<file path="src/rtl/dds_sweep_controller.sv">
// Purpose: frequency-sweep sequencer; steps phase_M from start to stop in equal steps, dwell ticks per value.
// Latency: start/abort/sample_tick act on the next clk edge; all outputs are registered.
// Backpressure: cfg_ready is high only in IDLE; config offered during RUN is not accepted.
// Optional feature: define DDS_SWEEP_MARKER_EN to enable the marker threshold comparator.
module dds_sweep_controller #(
  parameter int M_W     = 11,
  parameter int DWELL_W = 16
) (
  input  logic               clk,
  input  logic               rst,
  input  logic               sample_tick,
  input  logic               cfg_valid,
  output logic               cfg_ready,
  input  logic [M_W-1:0]     cfg_start_m,
  input  logic [M_W-1:0]     cfg_stop_m,
  input  logic [M_W-1:0]     cfg_step_m,
  input  logic [DWELL_W-1:0] cfg_dwell,
  input  logic [1:0]         cfg_mode,
  input  logic [M_W-1:0]     cfg_marker_m,
  input  logic               start,
  input  logic               abort,
  output logic [M_W-1:0]     phase_M,
  output logic               busy,
  output logic               done,
  output logic               marker
);

  typedef enum logic {IDLE = 1'b0, RUN = 1'b1} state_t;

  state_t             state_q, state_d;
  logic [M_W-1:0]     start_q, stop_q, step_q;
  logic [DWELL_W-1:0] dwell_q;
  logic [1:0]         mode_q;
  logic [M_W-1:0]     phase_q, phase_d;
  logic [M_W-1:0]     tgt_q, tgt_d;
  logic [DWELL_W-1:0] cnt_q, cnt_d;
  logic               dir_up_q, dir_up_d;
  logic               done_q, done_d;

  logic               hs;
  logic [M_W-1:0]     eff_start, eff_stop, eff_step, step_eff;
  logic [DWELL_W-1:0] eff_dwell, dwell_eff;
  logic [1:0]         eff_mode;
  logic               step_due, at_end, mode_saw, mode_tri;

  // A handshake in the same cycle as start must take effect immediately,
  // so the sweep always reads config through these bypass muxes.
  assign hs        = cfg_valid && cfg_ready;
  assign eff_start = hs ? cfg_start_m : start_q;
  assign eff_stop  = hs ? cfg_stop_m  : stop_q;
  assign eff_step  = hs ? cfg_step_m  : step_q;
  assign eff_dwell = hs ? cfg_dwell   : dwell_q;
  assign eff_mode  = hs ? cfg_mode    : mode_q;
  assign step_eff  = (eff_step  == '0) ? M_W'(1)     : eff_step;
  assign dwell_eff = (eff_dwell == '0) ? DWELL_W'(1) : eff_dwell;
  assign mode_saw  = (eff_mode == 2'b01);
  assign mode_tri  = (eff_mode == 2'b10);

  // The current value has served its last dwell tick.
  assign step_due  = (state_q == RUN) && sample_tick && (cnt_q == DWELL_W'(1));
  assign at_end    = step_due && (phase_q == tgt_q);

  // Move one step toward tgt; the extra bit catches overflow/underflow so the
  // result clamps at tgt instead of wrapping.
  function automatic logic [M_W-1:0] step_toward(input logic [M_W-1:0] cur,
                                                 input logic [M_W-1:0] tgt,
                                                 input logic [M_W-1:0] stp,
                                                 input logic           up);
    logic [M_W:0] nxt;
    if (up) begin
      nxt = {1'b0, cur} + {1'b0, stp};
      if (nxt >= {1'b0, tgt}) nxt = {1'b0, tgt};
    end else begin
      nxt = {1'b0, cur} - {1'b0, stp};
      if (nxt[M_W] || (nxt <= {1'b0, tgt})) nxt = {1'b0, tgt};
    end
    return nxt[M_W-1:0];
  endfunction

  // State, sweep datapath and latched config registers.
  always_ff @(posedge clk) begin
    if (rst) begin
      state_q  <= IDLE;
      start_q  <= '0;
      stop_q   <= '0;
      step_q   <= '0;
      dwell_q  <= '0;
      mode_q   <= '0;
      phase_q  <= '0;
      tgt_q    <= '0;
      cnt_q    <= '0;
      dir_up_q <= 1'b0;
      done_q   <= 1'b0;
    end else begin
      state_q  <= state_d;
      phase_q  <= phase_d;
      tgt_q    <= tgt_d;
      cnt_q    <= cnt_d;
      dir_up_q <= dir_up_d;
      done_q   <= done_d;
      if (hs) begin
        start_q <= cfg_start_m;
        stop_q  <= cfg_stop_m;
        step_q  <= cfg_step_m;
        dwell_q <= cfg_dwell;
        mode_q  <= cfg_mode;
      end
    end
  end

  // Next state: abort beats start and any endpoint; only single mode exits on its own.
  always_comb begin
    state_d = state_q;
    case (state_q)
      IDLE:    if (start && !abort) state_d = RUN;
      RUN:     if (abort || (at_end && !mode_saw && !mode_tri)) state_d = IDLE;
      default: state_d = IDLE;
    endcase
  end

  // Next phase word, dwell counter, direction/target and done pulse.
  always_comb begin
    phase_d  = phase_q;
    tgt_d    = tgt_q;
    cnt_d    = cnt_q;
    dir_up_d = dir_up_q;
    done_d   = 1'b0;
    if (abort) begin
      phase_d = '0;
      cnt_d   = '0;
    end else if (state_q == IDLE) begin
      if (start) begin
        phase_d  = eff_start;
        tgt_d    = eff_stop;
        cnt_d    = dwell_eff;
        dir_up_d = (eff_start <= eff_stop);
      end
    end else if (sample_tick) begin
      if (cnt_q != DWELL_W'(1)) begin
        cnt_d = cnt_q - DWELL_W'(1);
      end else begin
        cnt_d = dwell_eff;
        if (phase_q != tgt_q) begin
          phase_d = step_toward(phase_q, tgt_q, step_eff, dir_up_q);
        end else if (mode_saw) begin
          phase_d = eff_start;
        end else if (mode_tri) begin
          // Turn around without repeating the endpoint: step straight away from it.
          dir_up_d = !dir_up_q;
          tgt_d    = (tgt_q == eff_stop) ? eff_start : eff_stop;
          phase_d  = step_toward(phase_q, tgt_d, step_eff, dir_up_d);
        end else begin
          phase_d = '0;
          cnt_d   = '0;
          done_d  = 1'b1;
        end
      end
    end
  end

  assign cfg_ready = (state_q == IDLE);
  assign busy      = (state_q == RUN);
  assign phase_M   = phase_q;
  assign done      = done_q;

`ifdef DDS_SWEEP_MARKER_EN
  logic [M_W-1:0] mk_q, eff_mk;
  logic           marker_q, marker_d;

  assign eff_mk = hs ? cfg_marker_m : mk_q;

  // Marker is evaluated on the next phase word so it changes in step with phase_M.
  always_comb begin
    marker_d = 1'b0;
    if (state_d == RUN) marker_d = dir_up_d ? (phase_d >= eff_mk) : (phase_d <= eff_mk);
  end

  // Marker threshold latch and registered marker level.
  always_ff @(posedge clk) begin
    if (rst) begin
      mk_q     <= '0;
      marker_q <= 1'b0;
    end else begin
      marker_q <= marker_d;
      if (hs) mk_q <= cfg_marker_m;
    end
  end

  assign marker = marker_q;
`else
  logic unused_marker_m;
  assign unused_marker_m = ^cfg_marker_m;
  assign marker          = 1'b0;
`endif

endmodule

</file>
<file path="config.mk">
export PLATFORM = sky130hd
export DESIGN_NAME = dds_sweep_controller
export DESIGN_NICKNAME = d
export VERILOG_FILES = /design/src/rtl/dds_sweep_controller.sv
export SDC_FILE = /design/constraint.sdc
export NUM_CORES = 1
export LEC_CHECK = 0
export CAP_MARGIN = 20
export CORE_ASPECT_RATIO = 0.8
export CORE_MARGIN = 2
export CORE_UTILIZATION = 45
export CTS_CLUSTER_SIZE = 30
export DETAILED_ROUTE_END_ITERATION = 16
export HOLD_SLACK_MARGIN = 0.08
export PLACE_DENSITY = 0.66
export SLEW_MARGIN = 5
export SYNTH_ARGS = -nofsm -noshare
export SYNTH_HDL_FRONTEND = slang
export SYNTH_SLANG_ARGS = --single-unit
</file>
<file path="constraint.sdc">
create_clock -name clk -period 7.1 [get_ports clk]
set_input_delay 0.71 -clock clk [delete_from_list [all_inputs] [get_ports clk]]
set_output_delay 0.71 -clock clk [all_outputs]
set_load 0.1 [all_outputs]
</file>
# [Word level (Yosys, flattened, before mapping)]
# Cells that the tools add are included.
[word_totals] register_bits=92 inputBits=68 out_inout_bits=15 wordCells=102
[classes] n_addsub=3 order_cmp=5 n_eq_ne=12 muxes=46 bitwise_logic=3 reduce_logical=22
[op_table] operator="2-to-1 mux 11 bit" n=25
[op_table] operator="2-to-1 mux 16 bit" n=9
[op_table] operator=">= comparator 12 x 11 -> 1 bit" n=2
[op_table] operator="less-or-equal comparator 12 x 11 -> 1 bit" n=2
[op_table] operator="== test 11 bit" n=2
[op_table] operator="== test 16 x 1 -> 1 bit, second input constant" n=1
[op_table] operator="logical NOT 16 bit" n=1
[op_table] operator="!= test 16 x 1 -> 1 bit, second input constant" n=1
[op_table] operator="subtractor 16 x 1 -> 16 bit, second input constant" n=1
[op_table] operator="adder 11 x 11 -> 12 bit" n=1
[op_table] operator="subtractor 11 x 11 -> 12 bit" n=1
[op_table] operator="less-or-equal comparator 11 bit" n=1
[op_table] operator="logical NOT 11 bit" n=1
[op_table] operator="!= test 11 bit" n=1
[op_table] operator="2-to-1 mux 1 bit" n=10
[op_table] operator="!= test 2 bit, second input constant" n=4
[op_table] operator="logical AND 1 bit" n=7
[op_table] operator="AND reduction 7 bit" n=1
[op_table] operator="OR reduction 7 bit" n=1
[op_table] operator="logical NOT 1 bit" n=4
[op_table] operator="logical OR 1 bit" n=3
[op_table] operator="NOT 1 bit" n=3
[op_table] operator="AND reduction 3 bit" n=1
[op_table] operator="== test 2 x 1 -> 1 bit, second input constant" n=1
[op_table] operator="other kinds (7)" n=7

# [Depth between registers and ports, before layout]
[depth] depth_word=16 depth_mapped=27 ltp_nobuf=22

# [Worst setup path before layout]
# Ideal clock, no wire load.
[synth_path] path_kind="register to register" from="register state_q, in the netlist busy" to="register phase_q[10], in the netlist phase_M[10]" setup_ns=0.127 arrival_ns=6.599 required_time_ns=6.973 path_slack_ns=0.375 path_stages_with_launch=25 path_buffers=4 synth_period_minus_slack_ns=6.725 path_cell_list="dfxtp_1 nand2b_4 buf_6 buf_2 buf_1 buf_2 mux2i_1 nand4_1 o41ai_1 ha_1 inv_1 fa_1 o21bai_1 nand2_1 a221oi_1 a21o_1 a21oi_1 xnor2_1 ha_1 a21o_1 a211oi_1 and2_1 mux2_1 a221oi_1 nor3_1"
[synth_via] elab_chain_len=16 word_cells_on_any_way=37 classes_between="add/sub: 2; order compare: 4; eq/ne: 5; mux: 19; bitwise: 1; reduce/logical: 6"
[synth_rtl] element="from (decl)" line="30" text="state_t state_q, state_d;"
[synth_rtl] element="from (signal assigned)" line="95" text="state_q <= state_d;"
[synth_rtl] element="NOT 1 bit"
[synth_rtl] element="logical AND 1 bit" line="48" text="assign hs = cfg_valid && cfg_ready;"
[synth_rtl] element="2-to-1 mux 11 bit"
[synth_rtl] element="logical NOT 11 bit" line="54" text="assign step_eff = (eff_step == '0) ? M_W'(1) : eff_step;"
[synth_rtl] element="2-to-1 mux 11 bit" line="54"
[synth_rtl] element="subtractor 11 x 11 -> 12 bit" line="74" text="nxt = {1'b0, cur} - {1'b0, stp};"
[synth_rtl] element="less-or-equal comparator 12 x 11 -> 1 bit" line="75" text="if (nxt[M_W] || (nxt <= {1'b0, tgt})) nxt = {1'b0, tgt};"
[synth_rtl] element="logical OR 1 bit" line="75"
[synth_rtl] element="2-to-1 mux 11 bit" line="75"
[synth_rtl] element="2-to-1 mux 11 bit" line="70" text="if (up) begin"
[synth_rtl] element="2-to-1 mux 11 bit" line="147" text="end else if (mode_tri) begin"
[synth_rtl] element="2-to-1 mux 11 bit" line="145" text="end else if (mode_saw) begin"
[synth_rtl] element="2-to-1 mux 11 bit" line="143" text="if (phase_q != tgt_q) begin"
[synth_rtl] element="2-to-1 mux 11 bit" line="139" text="if (cnt_q != DWELL_W'(1)) begin"
[synth_rtl] element="2-to-1 mux 11 bit" line="138" text="end else if (sample_tick) begin"
[synth_rtl] element="2-to-1 mux 11 bit" line="131" text="end else if (state_q == IDLE) begin"
[synth_rtl] element="to (signal assigned)" line="96" text="phase_q <= phase_d;"
[synth_rtl] element="to (decl)" line="34" text="logic [M_W-1:0] phase_q, phase_d;"
# Several ways; a longest one is shown, not always the timed one. The select of a mux whose other input is x is not followed.
# A chain may end at the register's enable or synchronous reset.

# [Worst setup path in the final report]
[layout_path] from="input cfg_valid" to="register phase_q[1], in the netlist phase_M[1]"
[layout_via] elab_chain_len=15 word_cells_on_any_way=32 classes_between="add/sub: 2; order compare: 4; eq/ne: 3; mux: 19; reduce/logical: 4"
[layout_rtl] element="from (decl)" line="12" text="input logic cfg_valid,"
[layout_rtl] element="logical AND 1 bit (*)" line="48"
[layout_rtl] element="2-to-1 mux 11 bit"
[layout_rtl] element="logical NOT 11 bit" line="54"
[layout_rtl] element="2-to-1 mux 11 bit" line="54"
[layout_rtl] element="subtractor 11 x 11 -> 12 bit" line="74"
[layout_rtl] element="less-or-equal comparator 12 x 11 -> 1 bit" line="75"
[layout_rtl] element="logical OR 1 bit" line="75"
[layout_rtl] element="2-to-1 mux 11 bit" line="75"
[layout_rtl] element="2-to-1 mux 11 bit" line="70"
[layout_rtl] element="2-to-1 mux 11 bit" line="147"
[layout_rtl] element="2-to-1 mux 11 bit" line="145"
[layout_rtl] element="2-to-1 mux 11 bit" line="143"
[layout_rtl] element="2-to-1 mux 11 bit" line="139"
[layout_rtl] element="2-to-1 mux 11 bit" line="138"
[layout_rtl] element="2-to-1 mux 11 bit (*)" line="131"
# Mark *: on every way between the ends. The rest lies on a longest branch, timed or not. The select of a mux whose other input is x is not followed.

==> run metrics <==
share of layout cells above drive strength 1=6.74%; Avg WL per Cell=18.4 um; dominant cell type by area after synthesis=dfxtp_1; total CTS buffers=9; worst rel slew slack=33.1%; largest net degree at the start of global routing=66; clk_lat worst skew=360 ps; I/O Buffers=70; post-synthesis async set-or-reset flop share=0%; placed instance count=1242; XOR/XNOR share of the synthesized area=5.24%; DRT iter0 DRCs=590; max frequency=153 MHz; H-tree Lvls=3; Antenna diodes=0; Clock Root Buffer=clkbuf_16; CP required=7360 ps; Clock power frac=26.6%; mapped cell area=0.00769 mm^2; maximum fanout along the worst path=12; Final Total Pwr=1.94 mW; synth warn=0; Hold Buf Count CTS=0; CP Capture Type=flip-flop; Die Width=150 um; Worst Max-Slew Pin Slew=1000 ps; Fin Hold WS=486 ps; Final Skew=11.7 ps; Final setup viols=0; CP startpoint=cfg_valid; WS Path Type=primary input to flip-flop; DIE AREA=0.0181 mm^2; Detailed Place HPWL=18200 um; fill count=1649; EDFF count, synth=0; post-synthesis mux area share=10.5%; total wire length=23200 um; Compound-Gate Fraction of Synth Area=21.5%; Logic pwr share=43.2%; Row Count=42; post-CTS setup buffer count=0; status=completed; Critical Path Source Type=primary input; Finished Layout Cells=1258; TritonCTS clock tree=yes; syn_area_per_cell=7.87 um^2; Detailed Routing Iterations Pass 1=6; power share of the sequential group=30.1%; post-layout minimum cycle time=6560 ps; vias post-DR=7338; area growth from synthesis to layout=16.4%; leak pwr=3.83 nW; PwrDens=217 mW/mm^2; Unique masters post-synth=68; RR Startpoint=busy; Hold Crit Start=mode_q[0]; vias in the first global route=6657; combinational family with the most area after synthesis=compound AO/OA/AOI/OAI gates; clk buf depth=2; Resized cells post-CTS=0; grt total ovfl=0; Routed Antenna Nets=0; Placed Area=0.00864 mm^2; Adder-Cell Fraction of Synth Area=13.5%; I/O pin count=83; GRT Total Usage=25.8%; ranking of synthesized cells by area=dfxtp_1, ha_1, nor2_1; simple-gate share of the synthesized area=19.3%; switching pwr=0.767 mW; Post-Syn Instances=977; critical path arrival=6820 ps; DR vias/cell=5.83; most used flip-flop cell after synthesis=dfxtp_1; core box area=0.0166 mm^2; Seq/Total Area, Yosys=24.0%; Fin. Hold Viols=0; Sw Share=39.5%; GP Congestion=0.934; CTS clk-pin slew, worst paths=70 ps; Mapped Nets=1127; initial core utilization=46.3%; Max Cap Violations=0; drt drc=0; nets=1183; Finished Cell Area=0.00895 mm^2; Worst IR Drop VDD=0.137 mV; hold crit path type=flip-flop to flip-flop; dpl ws=177 ps; TNS Setup=0 ps; number of synthesized register bits=92; first-pass GRT wire length=36300 um; RSZ-0062 raised after global routing=false; die span in y=121 um; Final Cycle Share=92.4%; clk sinks=92; worst setup margin=543 ps; Final Max Tran Viols=0; Power Internal=1.17 mW; Core Util, Final=53.9%; top cell type's share of synthesized area=24.0%; antenna violations before repair=0
## worst max-delay path: stages
cell	delay, ps
clkdlybuf4s50_1	510
nor2b_1	590
mux2i_1	450
nand4_1	160
o41ai_1	300
buf_4	190
ha_1	150
inv_1	60
fa_1	420
o21bai_1	200
nand2_1	110
a221oi_1	480
a21o_1	200
a21oi_1	90
xnor2_1	370
ha_1	320
a21o_1	160
a211oi_1	340
and2_1	230
buf_4	200
a21oi_1	80
o21ai_1	110
o211ai_1	100
a211oi_1	290
## final timing paths
check / cells after the start / to / slack, ps
worst min register to register: 2 / mode_q[0] / 490
worst min-delay path: 2 / mode_q[0] / 490
worst max-delay path: 24 / phase_M[1] / 540
worst max register to register: 24 / phase_M[1] / 1030
## logic make-up after synthesis
group / after synthesis
muxes: 73
other: 1
DFF: 92
AOI/OAI and AO/OA: 249
and+or+nand+nor: 322
adders and majority gates: 82
xor gates and xnor gates: 46
buffers and inverters: 112
## registers in the layout, summed over array words and instances (netlist names), 2 cells and up
signal / flops
dwell_q: 16
step_q: 11
cnt_q: 16
tgt_q: 11
stop_q: 11
mode_q: 2
phase_M: 11
start_q: 11
## final cells by class
type / count / area (um^2) / share of cell area, %
clock inverter: 6 / 71.3 / 0.797
clock buffer: 10 / 239 / 2.67
timing repair buffer: 97 / 898 / 10.0
multi-input combinational: 773 / 5400 / 60.3
inverter: 60 / 225 / 2.52
tap: 220 / 275 / 3.08
sequential: 92 / 1840 / 20.6
## cells in the mapped netlist (6+ instances only)
master / number
buf_2: 6
a22oi_1: 6
dfxtp_1: 92
nor4_1: 11
o21ai_1: 7
inv_1: 60
nand2_1: 50
mux2i_1: 56
a21oi_1: 57
nand3_1: 20
xor2_1: 17
o211ai_1: 20
a311oi_1: 9
mux2_2: 8
nor2b_1: 13
a31oi_1: 8
nor3_1: 22
nor2_1: 153
a211oi_1: 28
nand2b_1: 11
o21ai_0: 46
a21o_1: 9
nand4_1: 13
o21a_1: 10
o221ai_1: 6
and2_1: 8
xnor2_1: 29
ha_1: 80
clkbuf_1: 39
## power by group through the flow
stage               logic (mW)  clock network (mW)  registers [mW]
finish                   0.839               0.517           0.585
global route             0.930               0.544           0.588
CTS                      0.826               0.524           0.583
detailed placement       0.821                   0           0.595
global placement         0.814                   0           0.595
floorplan                0.572                   0           0.603
## layout by cell type, fill, tap and decap left out, drive strengths merged, types with 10 or more instances in the layout
cell type,instances
dfxtp,92
nor4,13
inv,62
mux2i,62
buf,28
nor3,22
nand2b,12
nor2,154
o21ai,53
o211ai,20
clkdlybuf4s50,69
nand2,50
nand3,20
a211oi,28
a21oi,57
nand4,13
clkbuf,10
mux2,11
ha,80
o21a,10
xor2,17
xnor2,29
nor2b,13
## routing by layer
layer  global-route usage (%)  routed length (um)
met5                        0                   0
met4                     5.01                 272
met3                     3.68                1460
met2                     38.6                9710
met1                     39.3               11700
Note: power is estimated with default switching activity, not from simulation.
==> edit: new RTL, same flow settings <==
The option `DDS_SWEEP_MARKER_EN` is turned on by a define.
--- a/src/rtl/dds_sweep_controller.sv
+++ b/src/rtl/dds_sweep_controller.sv
@@ -4,2 +4,4 @@
 // Optional feature: define DDS_SWEEP_MARKER_EN to enable the marker threshold comparator.
+`define DDS_SWEEP_MARKER_EN
+
 module dds_sweep_controller #(
Check against the original RTL: not equivalent (a bounded check fails within 4 cycles, from zero or initial values and one cycle with rst high).
==> edit against the unedited design <==
Count of clock-buffer cells in the layout did not move. Synthesized cell count is 11% higher. Synthesized area grew 13%. Fmax is 3.6% lower. Cell area grew 22%. Sequential cell count up 12. Routed wire length increased by 44%. Power rose by 12%. Setup slack got worse by 0.24 ns. Sequential power is 12% higher. Critical endpoint is now marker. Largest cell class unchanged.
==> edit: results (changes against the unedited design) <==
- Outcome: finished, final reports clean
- Largest net degree at the start of global routing: 86 (+30%)
- Wire per inst: 22.0 um (+19%)
- CP max-delay cell: fa_1
- Cell variety after synth: 82 (+21%)
- DR pass1 iterations: 6 (unchanged)
- CTS clock-pin slew for the worst setup and hold paths: ~0.080 ns
- I/O Buffers: 82 (+17%)
- All-layer global routing usage: 0.322 (+0.0639)
- Synth area leaders: dfxtp_1, ha_1, nor2_1, mux2i_1, a21oi_1
- Nets: 1423 (+20%)
- Iter 0 DRT Violations: 906 (+54%)
- Worst reg2reg setup slack: 0.55 ns (-0.48 ns)
- Root Driver: clkbuf_16
- Main synth FF type: dfxtp_1
- Skew final: 0.00734 ns (-0.00435 ns)
- Async S/R FF share, synth: 0 (unchanged)
- Vias in the first global route: 8492 (+28%)
- Post-synthesis sequential area ratio: 0.240 (about the same)
- Post-DP HPWL: 26800 um (+47%)
- Slew HR: 0.308 (-0.0234)
- Crit path largest cell delay: 0.38 ns (-0.21 ns)
- Initial antenna violation count: 0 (unchanged)
- Mapped Nets: 1247 (+11%)
- WP data arrival: 7.05 ns (+0.23 ns)
- Total CTS buffers: 9 (unchanged)
- Leak: 4.68 nW (+22%)
- Vias: 9224 (+26%)
- Slew Viols, Final: 0 (unchanged)
- Share of cells above drive strength 1: 0.158 (+0.0905)
- Max Fanout on Critical Path: 6 (-6)
- Post-synth top cells: nor2_1, dfxtp_1, ha_1, inv_1, a21oi_1
- Dpl ws: -0.629 ns (-0.806 ns)
- Final Wtd Congestion: 1.11 (+18%)
- Hold Path Class: flip-flop to flip-flop
- Final min period: 6.80 ns (+0.242 ns)
- # diodes: 0 (unchanged)
- Maximum vdd drop: 151 uV (+10%)
- First-pass GRT wire length: 50000 um (+38%)
==> edit: cell count changes after synthesis, sizes merged, moves of 7 or more <==
cell,before,now
inv,60,67
dfxtp,92,104
mux2,11,2
o211ai,20,13
ha,80,92
clkbuf,39,28
a21oi,57,65
a221o,0,7
xor2,17,7
nor2b,13,21
nand2b,12,20
or2,4,12
nand4,13,25
==> edit: cell type report <==
type                            instances  area (um2)
Clock buffer                           10         229
Clock inverter                          6        55.1
Fill cell                            1783        7970
Inverter                               67         251
Multi-Input combinational cell        867        6220
Sequential cell                       104        2090
Tap cell                              258         323
Timing Repair Buffer                  212        1790
==> edit: final timing paths <==
kind / start / end / cells past startpoint
worst max-delay path: cfg_valid / marker / 30
worst min-delay path: mode_q[0] / mode_q[0] / 2
worst max register to register: busy / marker / 29
worst min register to register: mode_q[0] / mode_q[0] / 2
==> edit: worst reg2reg max path, delay by kind of cell, from the launching register on <==
kind / cells / cell delay [ns]
AOI/OAI and AO/OA: 12 / 2.77
adders and majority gates: 4 / 1.11
and+or+nand+nor: 6 / 1.09
buffers and inverters: 4 / 0.49
DFF: 1 / 0.38
xor gates and xnor gates: 2 / 0.34
muxes: 1 / 0.25
==> edit: per-layer routing <==
metal / track usage / vias to the layer above / wire, um
met2: 0.449 / 483 / 13100
met5: 0 / - / 0
met4: 0.103 / 0 / 911
met1: 0.476 / 4326 / 15600
met3: 0.0874 / 57 / 3870
li1: - / 4358 / -
==> edit: repair_timing <==
item                                    4_1_cts  5_1_grt
buffers inserted                              0        4
pin swaps                                     0        1
endpoints found under the setup margin        1        1
gates resized for setup                       3       11
==> edit: kinds of logic after synthesis <==
family          synth area share
mux                       0.0721
compound gates             0.248
buf+inv                   0.0529
simple gates               0.213
xor+xnor                  0.0373
fa+ha+maj                  0.137
flops                      0.240
==> edit: power by group <==
group / internal [mW] / leakage (nW) / switching [mW] / total, mW
combinational: 0.435 / 3.69 / 0.587 / 1.02
sequential: 0.617 / 0.854 / 0.0376 / 0.654
clock: 0.248 / 0.141 / 0.257 / 0.505
total: 1.30 / 4.68 / 0.882 / 2.18
==> edit: through the flow <==
step                      instance area (um2)  utilization  hold WS (ns)  instances
after floorplan                          8720            -         0.436       1085
after global placement                  10600        0.560         0.444       1504
after detailed placement                10600        0.560         0.460       1504
after CTS                               10900        0.575         0.472       1520
after global routing                    10900        0.579         0.493       1524
final                                   10900        0.579         0.469       1524
